===== config.mk =====
export PLATFORM = sky130hd
export DESIGN_NAME = lvda_gate_sequencer_flat
export DESIGN_NICKNAME = d
export VERILOG_FILES = /design/src/rtl/lvda_gate_sequencer_if.sv /design/src/rtl/lvda_gate_sequencer.sv /design/src/flat_wrapper.sv
export SDC_FILE = /design/constraint.sdc
export NUM_CORES = 1
export LEC_CHECK = 0
export ABC_AREA = 1
export CAP_MARGIN = 30
export CORE_MARGIN = 4
export CORE_UTILIZATION = 32
export CTS_CLUSTER_SIZE = 16
export DETAILED_ROUTE_END_ITERATION = 16
export PLACE_DENSITY_LB_ADDON = 0.05
export SLEW_MARGIN = 5
export SYNTH_ARGS = -nofsm -noshare
export SYNTH_HDL_FRONTEND = slang
export SYNTH_SLANG_ARGS = --single-unit
export TNS_END_PERCENT = 10

===== constraint.sdc =====
create_clock -name SIM_CLK -period 1.3 [get_ports SIM_CLK]
set_input_delay 0.26 -clock SIM_CLK [delete_from_list [all_inputs] [get_ports SIM_CLK]]
set_output_delay 0.26 -clock SIM_CLK [all_outputs]
set_load 0.01 [all_outputs]

===== src/rtl/lvda_gate_sequencer_if.sv =====
// Handshake bundle between the LVDA gate sequencer and its consumer:
// step/sync/hold strobes in, gate/phase selects and word/frame markers out.
interface lvda_gate_sequencer_if #(
  parameter int NUM_GATES  = 7,
  parameter int NUM_PHASES = 3
);
  localparam int GW = ($clog2(NUM_GATES) < 1) ? 1 : $clog2(NUM_GATES);

  logic                  step;
  logic                  sync;
  logic                  hold;
  logic                  ad;
  logic [NUM_GATES-1:0]  gate;
  logic [GW-1:0]         gate_idx;
  logic [NUM_PHASES-1:0] phase;
  logic                  word_end;
  logic                  frame_start;

  modport master (
    output step, sync, hold,
    input  ad, gate, gate_idx, phase, word_end, frame_start
  );

  modport slave (
    input  step, sync, hold,
    output ad, gate, gate_idx, phase, word_end, frame_start
  );
endinterface


===== src/rtl/lvda_gate_sequencer.sv =====
// LVDA gate/phase sequencer: one-hot gate and phase rings, AD half-step and word/frame markers.
// One cycle from step/sync to outputs; hold stalls the advance at (HOLD_GATE, ad=1).
module lvda_gate_sequencer #(
  parameter int NUM_GATES  = 7,
  parameter int NUM_PHASES = 3,
  parameter int HOLD_GATE  = 5
) (
  input  logic                 SIM_CLK,
  input  logic                 SIM_RST,
  lvda_gate_sequencer_if.slave bus
);
  localparam int GW = ($clog2(NUM_GATES) < 1) ? 1 : $clog2(NUM_GATES);
  localparam int PW = ($clog2(NUM_PHASES) < 1) ? 1 : $clog2(NUM_PHASES);

  // Gate counter holds g-1 so it doubles as gate_idx.
  localparam logic [GW-1:0] G_LAST = GW'(NUM_GATES - 1);
  localparam logic [GW-1:0] G_HOLD = GW'(HOLD_GATE - 1);
  localparam logic [PW-1:0] P_LAST = PW'(NUM_PHASES - 1);

  logic          ad_q, ad_d;
  logic [GW-1:0] g_q, g_d;
  logic [PW-1:0] p_q, p_d;
  logic          frame_start_q, frame_start_d;

  logic          g_ok;
  logic          p_ok;
  logic          stall;

  logic [NUM_GATES-1:0]  gate_dec;
  logic [NUM_PHASES-1:0] phase_dec;

  always_comb begin
    g_ok  = 32'(g_q) < 32'(NUM_GATES);
    p_ok  = 32'(p_q) < 32'(NUM_PHASES);
    stall = bus.step & bus.hold & ad_q & (g_q == G_HOLD);

    ad_d          = ad_q;
    g_d           = g_q;
    p_d           = p_q;
    frame_start_d = 1'b0;

    if (bus.sync) begin
      ad_d          = 1'b0;
      g_d           = '0;
      p_d           = '0;
      frame_start_d = 1'b1;
    end else if (bus.step && !(g_ok && p_ok)) begin
      // Upset counter encoding: treat any step as a resync to word start.
      ad_d          = 1'b0;
      g_d           = '0;
      p_d           = '0;
      frame_start_d = 1'b1;
    end else if (stall) begin
      ad_d = ad_q;
    end else if (bus.step) begin
      if (!ad_q) begin
        ad_d = 1'b1;
      end else begin
        ad_d = 1'b0;
        if (g_q == G_LAST) begin
          g_d           = '0;
          p_d           = (p_q == P_LAST) ? '0 : p_q + PW'(1);
          frame_start_d = (p_q == P_LAST);
        end else begin
          g_d = g_q + GW'(1);
        end
      end
    end
  end

  always_ff @(posedge SIM_CLK or posedge SIM_RST) begin
    if (SIM_RST) begin
      ad_q          <= 1'b0;
      g_q           <= '0;
      p_q           <= '0;
      frame_start_q <= 1'b0;
    end else begin
      ad_q          <= ad_d;
      g_q           <= g_d;
      p_q           <= p_d;
      frame_start_q <= frame_start_d;
    end
  end

  always_comb begin
    gate_dec = '0;
    for (int i = 0; i < NUM_GATES; i++) begin
      gate_dec[i] = (32'(g_q) == 32'(i));
    end
  end

  always_comb begin
    phase_dec = '0;
    for (int i = 0; i < NUM_PHASES; i++) begin
      phase_dec[i] = (32'(p_q) == 32'(i));
    end
  end

  assign bus.ad          = ad_q;
  assign bus.gate        = gate_dec;
  assign bus.gate_idx    = g_q;
  assign bus.phase       = phase_dec;
  assign bus.word_end    = ad_q & (g_q == G_LAST);
  assign bus.frame_start = frame_start_q;
endmodule


===== src/flat_wrapper.sv =====
// flat-port wrapper written by rule: the top's interface ports become plain ports
module lvda_gate_sequencer_flat 
#(
  parameter int NUM_GATES  = 7,
  parameter int NUM_PHASES = 3,
  parameter int HOLD_GATE  = 5
)
  (SIM_CLK, SIM_RST, bus_step, bus_sync, bus_hold, bus_ad, bus_gate, bus_gate_idx, bus_phase, bus_word_end, bus_frame_start);
  lvda_gate_sequencer_if #(.NUM_GATES(NUM_GATES), .NUM_PHASES(NUM_PHASES)) bus_i ();
  input  logic SIM_CLK;
  input  logic SIM_RST;
  input wire logic [$bits(bus_i.step)-1:0] bus_step;
  input wire logic [$bits(bus_i.sync)-1:0] bus_sync;
  input wire logic [$bits(bus_i.hold)-1:0] bus_hold;
  output wire logic [$bits(bus_i.ad)-1:0] bus_ad;
  output wire logic [$bits(bus_i.gate)-1:0] bus_gate;
  output wire logic [$bits(bus_i.gate_idx)-1:0] bus_gate_idx;
  output wire logic [$bits(bus_i.phase)-1:0] bus_phase;
  output wire logic [$bits(bus_i.word_end)-1:0] bus_word_end;
  output wire logic [$bits(bus_i.frame_start)-1:0] bus_frame_start;
  assign bus_i.step = bus_step;
  assign bus_i.sync = bus_sync;
  assign bus_i.hold = bus_hold;
  assign bus_ad = bus_i.ad;
  assign bus_gate = bus_i.gate;
  assign bus_gate_idx = bus_i.gate_idx;
  assign bus_phase = bus_i.phase;
  assign bus_word_end = bus_i.word_end;
  assign bus_frame_start = bus_i.frame_start;
  lvda_gate_sequencer #(.NUM_GATES(NUM_GATES), .NUM_PHASES(NUM_PHASES), .HOLD_GATE(HOLD_GATE)) u_core (.SIM_CLK(SIM_CLK), .SIM_RST(SIM_RST), .bus(bus_i));
endmodule

### Yosys cells after proc, flatten, opt, wreduce, memory -nomap -nowiden

Cells that the tools add are included.

* bits in registers: 7
* input bits: 5

* add/sub/neg operators: 2
* magnitude comparators: 2
* equality and inequality tests: 9
* muxes and demuxes: 24
* bitwise gates (word level): 4
* reductions and logical operators: 11

Operators by type and width (count)
* $mux W3: 6
* $mux W2: 7
* $mux W1: 11
* $eq A3 B3 Y1 const B: 3
* $reduce_bool A3 Y1: 3
* $eq A3 B2 Y1 const B: 2
* $and A1 B1 Y1: 4
* $reduce_and A4 Y1: 1
* $add A3 B1 Y3 const B: 1
* $eq A3 B1 Y1 const B: 1
* $logic_not A3 Y1: 1
* $lt A3 B3 Y1 const B: 1
* $ne A3 B3 Y1 const B: 1
* $reduce_and A3 Y1: 1
* $add A2 B1 Y2 const B: 1
* $eq A2 B1 Y1 const B: 1
* $eq A2 B2 Y1 const B: 1
* $logic_and A1 B1 Y1: 2
* $logic_not A2 Y1: 1
* $lt A2 B2 Y1 const B: 1
* $reduce_and A2 Y1: 1
* $logic_not A1 Y1: 1

### Longest topological paths before layout

* depth in word-level cells: 8
* gate-level depth with buffers: 8

### Worst setup path after synthesis

Ideal clock, no wire load.

* kind: flip-flop to flip-flop
* start: register u_core.g_q[2], in the netlist u_core.bus.gate_idx[2]
* end: register u_core.g_q[2], in the netlist u_core.bus.gate_idx[2]
* arrival: 1.104 ns
* setup slack: 0.120 ns
* cell stages (with the launch flop): 7
* cells stage by stage: dfrtp_1 -> buf_2 -> inv_1 -> ha_1 -> nor2_1 -> nand2_1 -> o21ai_1

* word-level cells in the longest chain between the ends: 7

RTL lines
* from (decl): line lvda_gate_sequencer.sv:21 `logic [GW-1:0] g_q, g_d;`
* from (signal assigned): line lvda_gate_sequencer.sv:79 `g_q <= g_d;`
* $add A3 B1 Y3 or $eq A3 B3 Y1 (tied branches): line lvda_gate_sequencer.sv:65, lvda_gate_sequencer.sv:60
* $mux W3: line lvda_gate_sequencer.sv:60 `if (g_q == G_LAST) begin`
* $mux W3: line lvda_gate_sequencer.sv:56 `if (!ad_q) begin`
* $mux W3: line lvda_gate_sequencer.sv:55 `end else if (bus.step) begin`
* $mux W3: line lvda_gate_sequencer.sv:53 `end else if (stall) begin`
* $mux W3: line lvda_gate_sequencer.sv:47 `end else if (bus.step && !(g_ok && p_ok)) begin`
* $mux W3: line lvda_gate_sequencer.sv:42 `if (bus.sync) begin`

Parallel ways exist; a longest one is shown, timed or not. The select of a mux whose other input is x is not followed.
A chain may end at the register's enable or synchronous reset.

### Final worst setup path

* start: register u_core.g_q[1], in the netlist u_core.bus.gate_idx[1]
* end: output bus_gate[2]

* word-level cells in the longest chain between the ends: 1

RTL lines
* $eq A3 B2 Y1: line lvda_gate_sequencer.sv:88 `gate_dec[i] = (32'(g_q) == 32'(i));`
* to (decl): line flat_wrapper.sv:16 `output wire logic [$bits(bus_i.gate)-1:0] bus_gate;`

Every way passes these cells.

==> flow_summary_export.csv <==
group,metric,value,unit
floorplan,io_pins,21,
power_and_ir_drop,comb_power_share,0.472,
timing,setup_tns,-1.20,ns
global_route,grt_pass1_wl,2600,µm
critical_path,worstPathMaxFanout,5,
synthesis,async_flop_share,1.00,
synthesis,yosys_warnings,0,
global_route,grt_pass1_vias,620,
critical_path,path_class,"flop to primary output",
clocking,cts_max_level,1,
route,vias,622,
route,wl_met1,672,µm
synthesis,synth_flop_cell,"dfrtp_1",
job,cap_violations,0,
route,routed_wl,1630,µm
placed_design,dp_cells,120,
run_status,violations,"negative setup slack",
timing,relSlewSlack,0.805,
clocking,insertion_delay,0.26,ns
timing,hold_viol,0,
power_and_ir_drop,power_frac_seq,0.291,
route,ant_nets,0,
layout,final_cells,134,
run_status,status,"finished, violations left",
critical_path,critPathCaptureType,"primary output",
layout,synthToLayoutAreaGrowth,89.4,%
synthesis,yosysTopAreaCell,"dfrtp_1",
clocking,numCtsBuffers,3,
timing,finalSetupViolCount,16,
timing,fin_crit,1.46,ns
route,top_layer,"met3",
timing,final.period_utilization,1.12,
critical_path,cp.required,1.04,ns
power_and_ir_drop,p_sw,320,µW
synthesis,yosysSeqAreaShare,0.352,
clocking,cts_tree,"built",
synthesis,synth_common_cells,"nand2_1, nor2_1, inv_1",
clocking,root_buffer,"clkbuf_4",
power_and_ir_drop,netSwitchingFraction,0.357,
global_route,antenna_found_initial,0,
timing,layout_setup_ws,-0.162,ns
clocking,cts_hold_buf,0,
synthesis,synth_seq_cells,7,
layout,antenna_cells,0,
route,wl_met3,135,µm
synthesis,avgSynthCellArea,7.01,µm²
power_and_ir_drop,ir_drop,0.456,mV
layout,drive_above_1_share,0.571,
route,vias_per_cell,4.64,
global_route,track_usage,0.168,
synthesis,synth.distinct_cells,19,
clocking,clk_path_buf_depth,2,
layout,nNetsFinal,126,
timing,clock.fmax,684,MHz
power_and_ir_drop,p_int,576,µW
critical_path,arrival,1.20,ns
floorplan,coreArea,0.00138,mm²
synthesis,synth_most_common_cell,"nand2_1",
synthesis,synthCells,71,
synthesis,synth_area,498,µm²
route,met2_length,819,µm
clocking,clock_sinks,7,
timing,tightest_slew,0.292,ns
global_route,grt_max_degree,8,
floorplan,row_count,13,
timing,slew_violations,0,
synthesis,synth_edf_count,0,
clocking,clkSlewWorstSetupHoldPaths,0.06,ns
timing,worst_clock_skew,0.0117,ns
floorplan,start_util,0.360,
power_and_ir_drop,power-per-cell-area,950,mW/mm²
synthesis,synth_nets,77,
global_route,overflow,0,
route,first_pass_iters,4,
floorplan,die_h,47.5,µm
power_and_ir_drop,leakage,0.513,nW
synthesis,synth_top_area_share,0.352,
placed_design,dpl.hpwl,1100,µm
hold_path,hold_class,"input port to asynchronous set/reset pin",
placed_design,io_buffers,20,
power_and_ir_drop,clkPwrFrac,0.236,
timing,rsz0062_at_grt,"true",
route,post-route-drc-count,0,
critical_path,crit_path_start_kind,"flop",
placed_design,gp_routability_congestion,0.804,
route,post_drt_wl_per_cell,12.1,µm
floorplan,die_area,0.00225,mm²
route,drtIter0Drc,17,
synthesis,synth.top_cells.by_area,"dfrtp_1, nand2_1, nor2_1, inv_1, nand2_4",
floorplan,die_w,47.5,µm
[final cells by class]
type,instances,area (µm²)
clock buffers,4,26.3
repair buffers,45,358
inverters,13,53.8
well taps,15,18.8
fillers,134,439
flip-flops and latches,7,179
multi-input cells,50,308
[power by group through the flow]
stage	clock network (mW)	logic, mW	registers, mW
floorplan	0	0.138	0.279
global placement	0	0.320	0.274
detailed placement	0	0.321	0.276
CTS	0.215	0.379	0.261
global route	0.224	0.461	0.265
finish	0.212	0.423	0.261
[timing repair]
action | CTS | global route
gates resized for setup | 70 | 11
setup buffers | 6 | 4
pin swaps | 5 | 3
setup endpoints to repair | 21 | 19
[registers in the layout (all words and copies together) (netlist names)]
name                    cells
u_core.bus.frame_start      1
u_core.bus.ad               1
u_core.bus.gate_idx         3
u_core.p_q                  2
[metrics by stage]
stage	cell area [µm²]	total power, mW	hold WS (ns)	util	worst slack, ns
2_1_floorplan	498	0.417	0.0634	-	0.120
3_3_place_gp	825	0.594	0.515	0.596	-0.295
3_5_place_dp	825	0.597	0.514	0.596	-0.294
4_1_cts	897	0.855	0.232	0.649	-0.178
5_1_grt	943	0.949	0.241	0.682	-0.205
6_report	943	0.896	0.229	0.682	-0.162
[layout by cell type (no fill, tap or decap), drive strengths merged, types with 4 or more instances in the layout]
cell           count
clkdlybuf4s50      4
o21ai              4
buf               38
nand3              6
nand2             18
dfrtp              7
clkbuf             5
nor2              15
inv               13
[worst max-delay path, cell delays in order (launching register included)]
cell     delay, ns
dfrtp_2       0.44
buf_6         0.14
buf_4         0.13
nand2_1       0.07
nor2_1        0.04
buf_2         0.13
[routing by layer]
layer,up-vias,global-route usage
li1,314,-
met5,-,0
met1,287,0.198
met3,0,0.0602
met4,0,0.0331
met2,21,0.291
[cells by family after synthesis]
kind of cell / synth area share
and+or+nand+nor: 0.425
AOI/OAI and AO/OA: 0.0904
DFF: 0.352
buffers and inverters: 0.108
adders and majority gates: 0.0251
[final timing paths]
| path | from | end | slack, ns | cells after the start |
|---|---|---|---|---|
| min in group SIM_CLK | u_core.bus.ad | u_core.bus.ad | 0.64 | 3 |
| min | SIM_RST | u_core.bus.ad | 0.23 | 2 |
| min reg2reg | u_core.bus.ad | u_core.bus.ad | 0.64 | 3 |
| max | u_core.bus.gate_idx[1] | bus_gate[2] | -0.16 | 5 |
| max reg2reg | u_core.bus.gate_idx[0] | u_core.p_q[1] | -0.08 | 9 |
| max in group asynchronous | SIM_RST | u_core.bus.gate_idx[2] | 0.81 | 2 |
No activity file was read; power rests on OpenSTA's default activity.
